$ cat src/rtl/temac_tx_arb_if.sv
// Client-side TX bus of the TEMAC arbiter: N_CH byte-stream sources in,
// one EMAC client TX port out. The arbiter takes the slave side.
interface temac_tx_arb_if #(
  parameter int N_CH = 4
);
  logic [8*N_CH-1:0] ch_data;
  logic [N_CH-1:0]   ch_valid;
  logic [N_CH-1:0]   ch_last;
  logic [N_CH-1:0]   ch_ready;
  logic [7:0]        mac_tx_data;
  logic              mac_tx_dvld;
  logic              mac_tx_underrun;
  logic              mac_tx_ack;

  modport master (
    output ch_data, ch_valid, ch_last, mac_tx_ack,
    input  ch_ready, mac_tx_data, mac_tx_dvld, mac_tx_underrun
  );

  modport slave (
    input  ch_data, ch_valid, ch_last, mac_tx_ack,
    output ch_ready, mac_tx_data, mac_tx_dvld, mac_tx_underrun
  );
endinterface

$ cat src/rtl/temac_tx_arb.sv
// Per-frame round-robin transmit arbiter for the Virtex-6 TEMAC client TX port.
// Pads short frames with zeros, aborts on source underrun or missing ack, and
// counts completed frames and both abort kinds.
module temac_tx_arb #(
  parameter int N_CH        = 4,
  parameter int MIN_LEN     = 60,
  parameter int PAD_EN      = 1,
  parameter int ACK_TIMEOUT = 1024
) (
  input  logic              clk_125,
  input  logic              reset,
  temac_tx_arb_if.slave     tx,
  output logic [N_CH-1:0]   gnt,
  output logic [31:0]       frame_cnt,
  output logic [15:0]       underrun_cnt,
  output logic [15:0]       timeout_cnt
);
  localparam int IW = (N_CH > 1) ? $clog2(N_CH) : 1;
  localparam int CW = (MIN_LEN > 0) ? $clog2(MIN_LEN + 1) : 1;
  localparam int WW = (ACK_TIMEOUT > 1) ? $clog2(ACK_TIMEOUT) : 1;
  localparam logic [CW-1:0] MIN_C   = CW'(MIN_LEN);
  localparam logic [WW-1:0] TO_LIM  = WW'((ACK_TIMEOUT == 0) ? 0 : ACK_TIMEOUT - 1);
  localparam logic [IW-1:0] LAST_CH = IW'(N_CH - 1);

  typedef enum logic [2:0] {IDLE, FIRST, DATA, PAD, FLUSH, GAP} st_t;

  st_t           st;
  logic [IW-1:0] ptr, gidx, win;
  logic          found;
  logic [7:0]    w_data, g_data;
  logic          w_last, g_valid, g_last;
  logic [CW-1:0] cnt;
  logic [WW-1:0] wait_cnt;
  logic          last_seen;
  logic          adv, done;

  // Round-robin search: first valid channel after the pointer, wrapping.
  always_comb begin
    int p;
    p      = 0;
    found  = 1'b0;
    win    = ptr;
    w_data = '0;
    w_last = 1'b0;
    for (int k = 1; k <= N_CH; k++) begin
      p = int'(ptr) + k;
      if (p >= N_CH) p = p - N_CH;
      if (!found && tx.ch_valid[p]) begin
        found  = 1'b1;
        win    = IW'(p);
        w_data = tx.ch_data[8*p +: 8];
        w_last = tx.ch_last[p];
      end
    end
  end

  // Mux of the granted channel's byte stream.
  always_comb begin
    g_data  = '0;
    g_valid = 1'b0;
    g_last  = 1'b0;
    for (int i = 0; i < N_CH; i++) begin
      if (IW'(i) == gidx) begin
        g_data  = tx.ch_data[8*i +: 8];
        g_valid = tx.ch_valid[i];
        g_last  = tx.ch_last[i];
      end
    end
  end

  // An advance cycle is one where the MAC consumes the byte on the bus.
  assign adv  = (st == FIRST && tx.mac_tx_ack) || st == DATA || st == PAD;
  assign done = last_seen && (PAD_EN == 0 || cnt >= MIN_C);

  // Source handshake: only the winner/owner ever sees ready; forced low in reset.
  always_comb begin
    tx.ch_ready = '0;
    if (!reset) begin
      case (st)
        IDLE:            if (found) tx.ch_ready[win] = 1'b1;
        FIRST, DATA, PAD: if (adv && !last_seen) tx.ch_ready[gidx] = 1'b1;
        FLUSH:           tx.ch_ready[gidx] = 1'b1;
        default:         ;
      endcase
    end
  end

  // Frame FSM with registered MAC outputs, grant and counters.
  always_ff @(posedge clk_125 or posedge reset) begin
    if (reset) begin
      st                 <= IDLE;
      ptr                <= LAST_CH;
      gidx               <= '0;
      gnt                <= '0;
      cnt                <= '0;
      wait_cnt           <= '0;
      last_seen          <= 1'b0;
      tx.mac_tx_data     <= '0;
      tx.mac_tx_dvld     <= 1'b0;
      tx.mac_tx_underrun <= 1'b0;
      frame_cnt          <= '0;
      underrun_cnt       <= '0;
      timeout_cnt        <= '0;
    end else begin
      tx.mac_tx_underrun <= 1'b0;
      if (adv) begin
        if (done) begin
          tx.mac_tx_dvld <= 1'b0;
          frame_cnt      <= frame_cnt + 32'd1;
          st             <= GAP;
        end else if (last_seen) begin
          // Source finished early: fill with zeros up to the minimum length.
          tx.mac_tx_data <= '0;
          if (cnt != MIN_C) cnt <= cnt + CW'(1);
          st             <= PAD;
        end else if (g_valid) begin
          tx.mac_tx_data <= g_data;
          if (cnt != MIN_C) cnt <= cnt + CW'(1);
          last_seen      <= g_last;
          st             <= DATA;
        end else begin
          tx.mac_tx_underrun <= 1'b1;
          tx.mac_tx_dvld     <= 1'b0;
          underrun_cnt       <= underrun_cnt + 16'd1;
          st                 <= FLUSH;
        end
      end else begin
        case (st)
          IDLE: if (found) begin
            tx.mac_tx_data <= w_data;
            tx.mac_tx_dvld <= 1'b1;
            gidx           <= win;
            gnt            <= '0;
            gnt[win]       <= 1'b1;
            cnt            <= CW'(1);
            last_seen      <= w_last;
            wait_cnt       <= '0;
            st             <= FIRST;
          end
          FIRST: begin
            if (ACK_TIMEOUT != 0 && wait_cnt == TO_LIM) begin
              tx.mac_tx_dvld <= 1'b0;
              timeout_cnt    <= timeout_cnt + 16'd1;
              st             <= last_seen ? GAP : FLUSH;
            end else begin
              wait_cnt <= wait_cnt + WW'(1);
            end
          end
          FLUSH: if (g_valid && g_last) st <= GAP;
          GAP: begin
            ptr <= gidx;
            gnt <= '0;
            st  <= IDLE;
          end
          default: ;
        endcase
      end
    end
  end
endmodule

$ cat src/flat_wrapper.sv
// flat-port wrapper written by rule: the top's interface ports become plain ports
module temac_tx_arb_flat 
#(
  parameter int N_CH        = 4,
  parameter int MIN_LEN     = 60,
  parameter int PAD_EN      = 1,
  parameter int ACK_TIMEOUT = 1024
)
  (clk_125, reset, gnt, frame_cnt, underrun_cnt, timeout_cnt, tx_ch_data, tx_ch_valid, tx_ch_last, tx_mac_tx_ack, tx_ch_ready, tx_mac_tx_data, tx_mac_tx_dvld, tx_mac_tx_underrun);
  temac_tx_arb_if #(.N_CH(N_CH)) tx_i ();
  input  logic clk_125;
  input  logic reset;
  output logic [N_CH-1:0] gnt;
  output logic [31:0] frame_cnt;
  output logic [15:0] underrun_cnt;
  output logic [15:0] timeout_cnt;
  input wire logic [$bits(tx_i.ch_data)-1:0] tx_ch_data;
  input wire logic [$bits(tx_i.ch_valid)-1:0] tx_ch_valid;
  input wire logic [$bits(tx_i.ch_last)-1:0] tx_ch_last;
  input wire logic [$bits(tx_i.mac_tx_ack)-1:0] tx_mac_tx_ack;
  output wire logic [$bits(tx_i.ch_ready)-1:0] tx_ch_ready;
  output wire logic [$bits(tx_i.mac_tx_data)-1:0] tx_mac_tx_data;
  output wire logic [$bits(tx_i.mac_tx_dvld)-1:0] tx_mac_tx_dvld;
  output wire logic [$bits(tx_i.mac_tx_underrun)-1:0] tx_mac_tx_underrun;
  assign tx_i.ch_data = tx_ch_data;
  assign tx_i.ch_valid = tx_ch_valid;
  assign tx_i.ch_last = tx_ch_last;
  assign tx_i.mac_tx_ack = tx_mac_tx_ack;
  assign tx_ch_ready = tx_i.ch_ready;
  assign tx_mac_tx_data = tx_i.mac_tx_data;
  assign tx_mac_tx_dvld = tx_i.mac_tx_dvld;
  assign tx_mac_tx_underrun = tx_i.mac_tx_underrun;
  temac_tx_arb #(.N_CH(N_CH), .MIN_LEN(MIN_LEN), .PAD_EN(PAD_EN), .ACK_TIMEOUT(ACK_TIMEOUT)) u_core (.clk_125(clk_125), .reset(reset), .tx(tx_i), .gnt(gnt), .frame_cnt(frame_cnt), .underrun_cnt(underrun_cnt), .timeout_cnt(timeout_cnt));
endmodule
$ cat config.mk
export PLATFORM = sky130hd
export DESIGN_NAME = temac_tx_arb_flat
export DESIGN_NICKNAME = d
export VERILOG_FILES = /design/src/rtl/temac_tx_arb_if.sv /design/src/rtl/temac_tx_arb.sv /design/src/flat_wrapper.sv
export SDC_FILE = /design/constraint.sdc
export NUM_CORES = 1
export LEC_CHECK = 0
export ABC_CLOCK_PERIOD_IN_PS = 7200
export BUFFER_PORTS_ARGS = -buffer_cell sky130_fd_sc_hd__buf_2
export CORE_MARGIN = 2
export CORE_UTILIZATION = 35
export CTS_CLUSTER_DIAMETER = 200
export DETAILED_ROUTE_END_ITERATION = 7
export GPL_ROUTABILITY_DRIVEN = 1
export GPL_TIMING_DRIVEN = 0
export PLACE_DENSITY = 0.61
export SLEW_MARGIN = 20
export SYNTH_ARGS = -nofsm -noshare
export SYNTH_HDL_FRONTEND = slang
export SYNTH_SLANG_ARGS = --single-unit
$ cat constraint.sdc
create_clock -name clk_125 -period 7.2 [get_ports clk_125]
set_clock_uncertainty 0.1 [all_clocks]
set_input_delay 1.08 -clock clk_125 [delete_from_list [all_inputs] [get_ports clk_125]]
set_output_delay 1.08 -clock clk_125 [all_outputs]
set_load 0.05 [all_outputs]
# Word level (Yosys, flattened, before mapping)
# Cells that the tools add are included.
# totals
inputBits	43
word_cells	209
out_inout_bits	82
ff_bits	102
# op_classes
n_eq_ne	19
n_bitwise	4
magnitude_cmp	13
reduce_logical	35
n_shift	4
n_addsub	13
mux	108
# ops
operator	n
greater-or-equal comparator 32 x 4 -> 1 bit, second input constant	4
less-than comparator 32 x 4 -> 1 bit, second input constant	4
2-to-1 mux 32 bit	4
variable part select 32 x 32 -> 8 bit	4
subtractor 32 x 4 -> 32 bit, second input constant	4
2-to-1 mux 8 bit	14
2-to-1 mux 1 bit	51
2-to-1 mux 6 bit	7
adder 16 x 1 -> 16 bit, second input constant	2
adder 32 x 1 -> 32 bit, second input constant	1
2-to-1 mux 3 bit	7
2-to-1 mux 10 bit	2
case mux 10 bit (2 select lines)	1
binary-select mux 1 bit (select 2 bit)	8
2-to-1 mux 4 bit	4
AND reduction 4 bit	4
case mux 3 bit (4 select lines)	1
case mux 4 bit (3 select lines)	1
AND reduction 3 bit	4
adder 10 x 1 -> 10 bit, second input constant	1
equality test 10 bit, second input constant	1
logical AND 1 bit	9
inequality test 3 x 1 -> 1 bit, second input constant	3
2-to-1 mux 2 bit	4
other kinds (31)	51

# Depth between registers and ports, before layout
# depth
depth_word	23
mapped_depth	13
depth_no_buf	7

# Least setup slack after synthesis
# Ideal clock, no wire load.
# synth_timing
kind	in2out
from	input reset
to	output tx_ch_ready[2]
n_path_buf	0
required_ns	6.020
path_stages	3
t_arrival_ns	4.722
path_slack_ns	1.298
path_cell_list	inv_1 nand2_1 o32ai_1
# synth_between
elab_chain_cells	1
# synth_rtl
item	line_no	text
start: declaration	flat_wrapper.sv:12	input logic reset;
2-to-1 mux 4 bit	temac_tx_arb.sv:78	if (!reset) begin
end: declaration	flat_wrapper.sv:21	output wire logic [$bits(tx_i.ch_ready)-1:0] tx_ch_ready;
# No other way between the ends.

# Final worst setup path
# layout_timing
from	register u_core.ptr[0]
to	output tx_ch_ready[3]
# layout_between
elab_chain_cells	23
word_cells_on_any_way	50
classes_between	add/sub (8); order compare (6); mux (29); reduce/logical (7)
# layout_rtl
item	line_no	text
start: declaration	temac_tx_arb.sv:28	logic [IW-1:0] ptr, gidx, win;
start signal: assignment	temac_tx_arb.sv:151	ptr <= gidx;
adder 2 x 1 -> 3 bit	temac_tx_arb.sv:46	p = int'(ptr) + k;
subtractor 32 x 4 -> 32 bit / greater-or-equal comparator 32 x 4 -> 1 bit (equally long branches)	temac_tx_arb.sv:47	if (p >= N_CH) p = p - N_CH;
2-to-1 mux 32 bit	temac_tx_arb.sv:47	
binary-select mux 1 bit (select 2 bit)	temac_tx_arb.sv:48	if (!found && tx.ch_valid[p]) begin
2-to-1 mux 1 bit (not written as such) (2 in a row)	temac_tx_arb.sv:48	
2-to-1 mux 1 bit	temac_tx_arb.sv:48	
zero test 1 bit	temac_tx_arb.sv:48	
logical AND 1 bit	temac_tx_arb.sv:48	
[6 not listed]	n/a	
2-to-1 mux 2 bit	temac_tx_arb.sv:48	
less-than comparator 2 x 3 -> 1 bit (not written as such) / greater-or-equal comparator 2 x 1 -> 1 bit (equally long branches)	temac_tx_arb.sv:80	IDLE: if (found) tx.ch_ready[win] = 1'b1;
logical AND 1 bit (not written as such)	temac_tx_arb.sv:80	
2-to-1 mux 1 bit (not written as such)	temac_tx_arb.sv:80	
demux 1 bit (select 2 bit)	n/a	
2-to-1 mux 4 bit (*)	temac_tx_arb.sv:80	
case mux 4 bit (3 select lines) (*)	temac_tx_arb.sv:79	case (st)
2-to-1 mux 4 bit (*)	temac_tx_arb.sv:78	
# Every way passes the cells marked *; elsewhere a longest branch is shown, timed or not. The select of a mux whose other input is x is not followed.

==> results.toml <==
[status]
status = "finished clean"

[routing]
drc = 0
ant_nets = 0
post_drt_wl_per_cell_um = 16.3
drt_iter0_drc = 299
vias = 5386
drt-total-wl_mm = 16.3
viasPerCell = 5.38
drt-pass1-iter-count = 5

[sta]
hold_ws_ps = 367
final.setup.tns_ps = 0
final-setup-viol-count = 0
finalWorstSetupSlack_ps = 1240
rsz0062_at_grt = "false"
report.final.slew_viol_count = 0
tightest_slew_ps = 842
fin_crit_sh_pct = 82.7
period_needed_ps = 5960
hold_viol_final = 0
maxSlewHeadroom_pct = 43.4
max_freq_mhz = 168

[clock_network]
ctsRootBufferMaster = "clkbuf_16"
insertion_delay_ps = 350
cts_made_buffers = 9
cts-resized-gates = 0
cts_tree = "done"
post-cts-setup-buffers = 0
h-tree-depth = 3
cts.clk_slew.worst_paths_ps = 70
cts-hold-fix-buffers = 0
cts.sinks = 102
clock_path_buffers = 2

[synth]
netlist_top_cells_count = "100 x dfrtp_1, 52 x nand2_1, 51 x xnor2_1"
synth_nets = 685
synth_top_area_share_pct = 38.1
yosys.area.top_type = "dfrtp_1"
synth_area_per_cell_um2 = 10.4
synth-edff-count = 0
async_flop_share_pct = 100
yosys-top-cells-area = "dfrtp_1 38%, mux4_2 10%, xnor2_1 6.8%"
ys_seq_elements = 102
ys_seq_area_share_pct = 38.9
ys_types = 62
synth_cells = 631
yosys_warnings = 0
synth.most_common_cell = "dfrtp_1"
syn-cell-area_um2 = 6580
synth_ff_type = "dfrtp_1"

[power]
vdd_drop_max_v = 0.000220
power.leakage_uw = 0.00356
power.density_nw_per_um2 = 354

[placement]
hpwlAfterDp_mm = 11.6
port_buffers = 120
dp_slack_ps = 1630
gp_congestion = 0.833
dp.cells = 986

[grt]
grt_max_degree = 78
grt_pass1_wl_mm = 26.4
grt_pass1_vias = 4919
antenna_found_initial = 0
grt_usage_pct = 16.6
grt.overflow.total = 0

[critical_path]
path_common_cell = "buf_2"
crit_required_ps = 6020
cp_max_fo = 10
reg2reg_slack_ps = 2800
path_buf_inv = 8
crit_slowest_cell = "dfstp_2"
cp-end-kind = "output pin"
path_delay_family = "buffers and inverters"
r2r_start = "u_core.ptr[0]"
crit_type = "reg -> out"
max_stage_delay_ps = 580
critPathLaunchType = "flop"
critPathArrivalTime_ps = 4780
r2r_cells = 12
crit_path_cell_trace = "buf_2 > buf_2 > buf_2 > buf_4 > inv_1 > ha_1 > clkbuf_1 > mux4_2 > clkbuf_1 > o21ai_0 > nand2_1 > o32ai_1 > buf_2"
r2r-end = "u_core.tx.mac_tx_data[7]"

[floorplan]
pin_count = 125
die-area_um2 = 19900
die_x_um = 141
coreArea_um2 = 18600
num_rows = 50
start_util_pct = 35.4
dieHeight_um = 141

[finish]
drive_gt1_share_pct = 28.5
final_core_utilization_pct = 42.1
syn2layout_area_growth_pct = 18.9
fin_cells = 1002
diodes = 0
nets = 817

[min_path]
min_from = "u_core.timeout_cnt[15]"
hp-class = "reg -> reg"
min_to = "u_core.timeout_cnt[15]"
holdPathStages = 1

[job]
max-cap-violations = 0
[report_power, final]
part           internal (uW)  total (uW)  switching [uW]
Clock                    291         511             220
Combinational            581        1510             926
Sequential               666         749            83.5
[cells by family (layout without fill, tap and decap cells)]
group	count (synthesis)	in the layout	synth area share [%]
fa+ha+maj	11	11	2.09
flops	102	102	38.9
mux	72	72	17.1
compound gates	90	90	9.57
buf+inv	56	193	3.69
simple gates	231	231	19.5
xor+xnor	69	69	9.19
[routing by layer]
layer / GRT usage, % / wire length, um / part of all wire (%)
met5: 0 / 0 / 0
met4: 4.95 / 224 / 1.4
met3: 3.13 / 734 / 4.5
met2: 26.0 / 7610 / 47
met1: 23.4 / 7770 / 48
[worst max path at each step]
stage,from,to,slack [ps],cells past startpoint
floorplan,reset,tx_ch_ready[2],1300,3
global placement,reset,tx_ch_ready[2],440,5
detailed placement,u_core.ptr[0],tx_ch_ready[3],1630,13
CTS,u_core.ptr[0],tx_ch_ready[3],1230,13
global route,u_core.ptr[0],tx_ch_ready[3],1020,13
finish,u_core.ptr[0],tx_ch_ready[3],1240,13
[sequential cells by signal, summed over array words and instances (netlist names), 2 cells and up]
register / cells
u_core.frame_cnt: 32
u_core.timeout_cnt: 16
u_core.underrun_cnt: 16
u_core.wait_cnt: 10
u_core.tx.mac_tx_data: 8
u_core.cnt: 6
u_core.gnt: 4
u_core.st: 3
u_core.gidx: 2
u_core.ptr: 2
[placed cells by master (no fill, tap or decap), drive strengths merged, types with 25 or more instances in the layout]
cell and n:
clkbuf 32, xnor2 51, nand2 52, mux4 30, buf 135, nand3 31
mux2 25, nor2 35, dfrtp 100, nor3 28
[worst reg2reg max path, delay by kind of cell, from the launching register on]
family,cells,cell delay [ps]
buf+inv,6,1570
simple gates,2,890
flops,1,580
compound gates,2,460
mux,1,450
fa+ha+maj,1,270
[area by class of cell]
cell class / instances / area [um^2]
sequential: 102 / 2550
buffer: 34 / 160
inverter: 22 / 87.6
fill: 1819 / 10800
tap: 234 / 293
multi-input combinational: 473 / 3780
clock inverter: 4 / 52.6
clock buffer: 12 / 256
timing repair buffer: 121 / 628
[per-stage QoR]
step	area, um^2	power (uW)
finish	7820	2770
floorplan	6580	1910
global route	7820	2940
global placement	7470	2250
detailed placement	7510	2270
CTS	7820	2790
No activity file was read; power rests on OpenSTA's default activity.
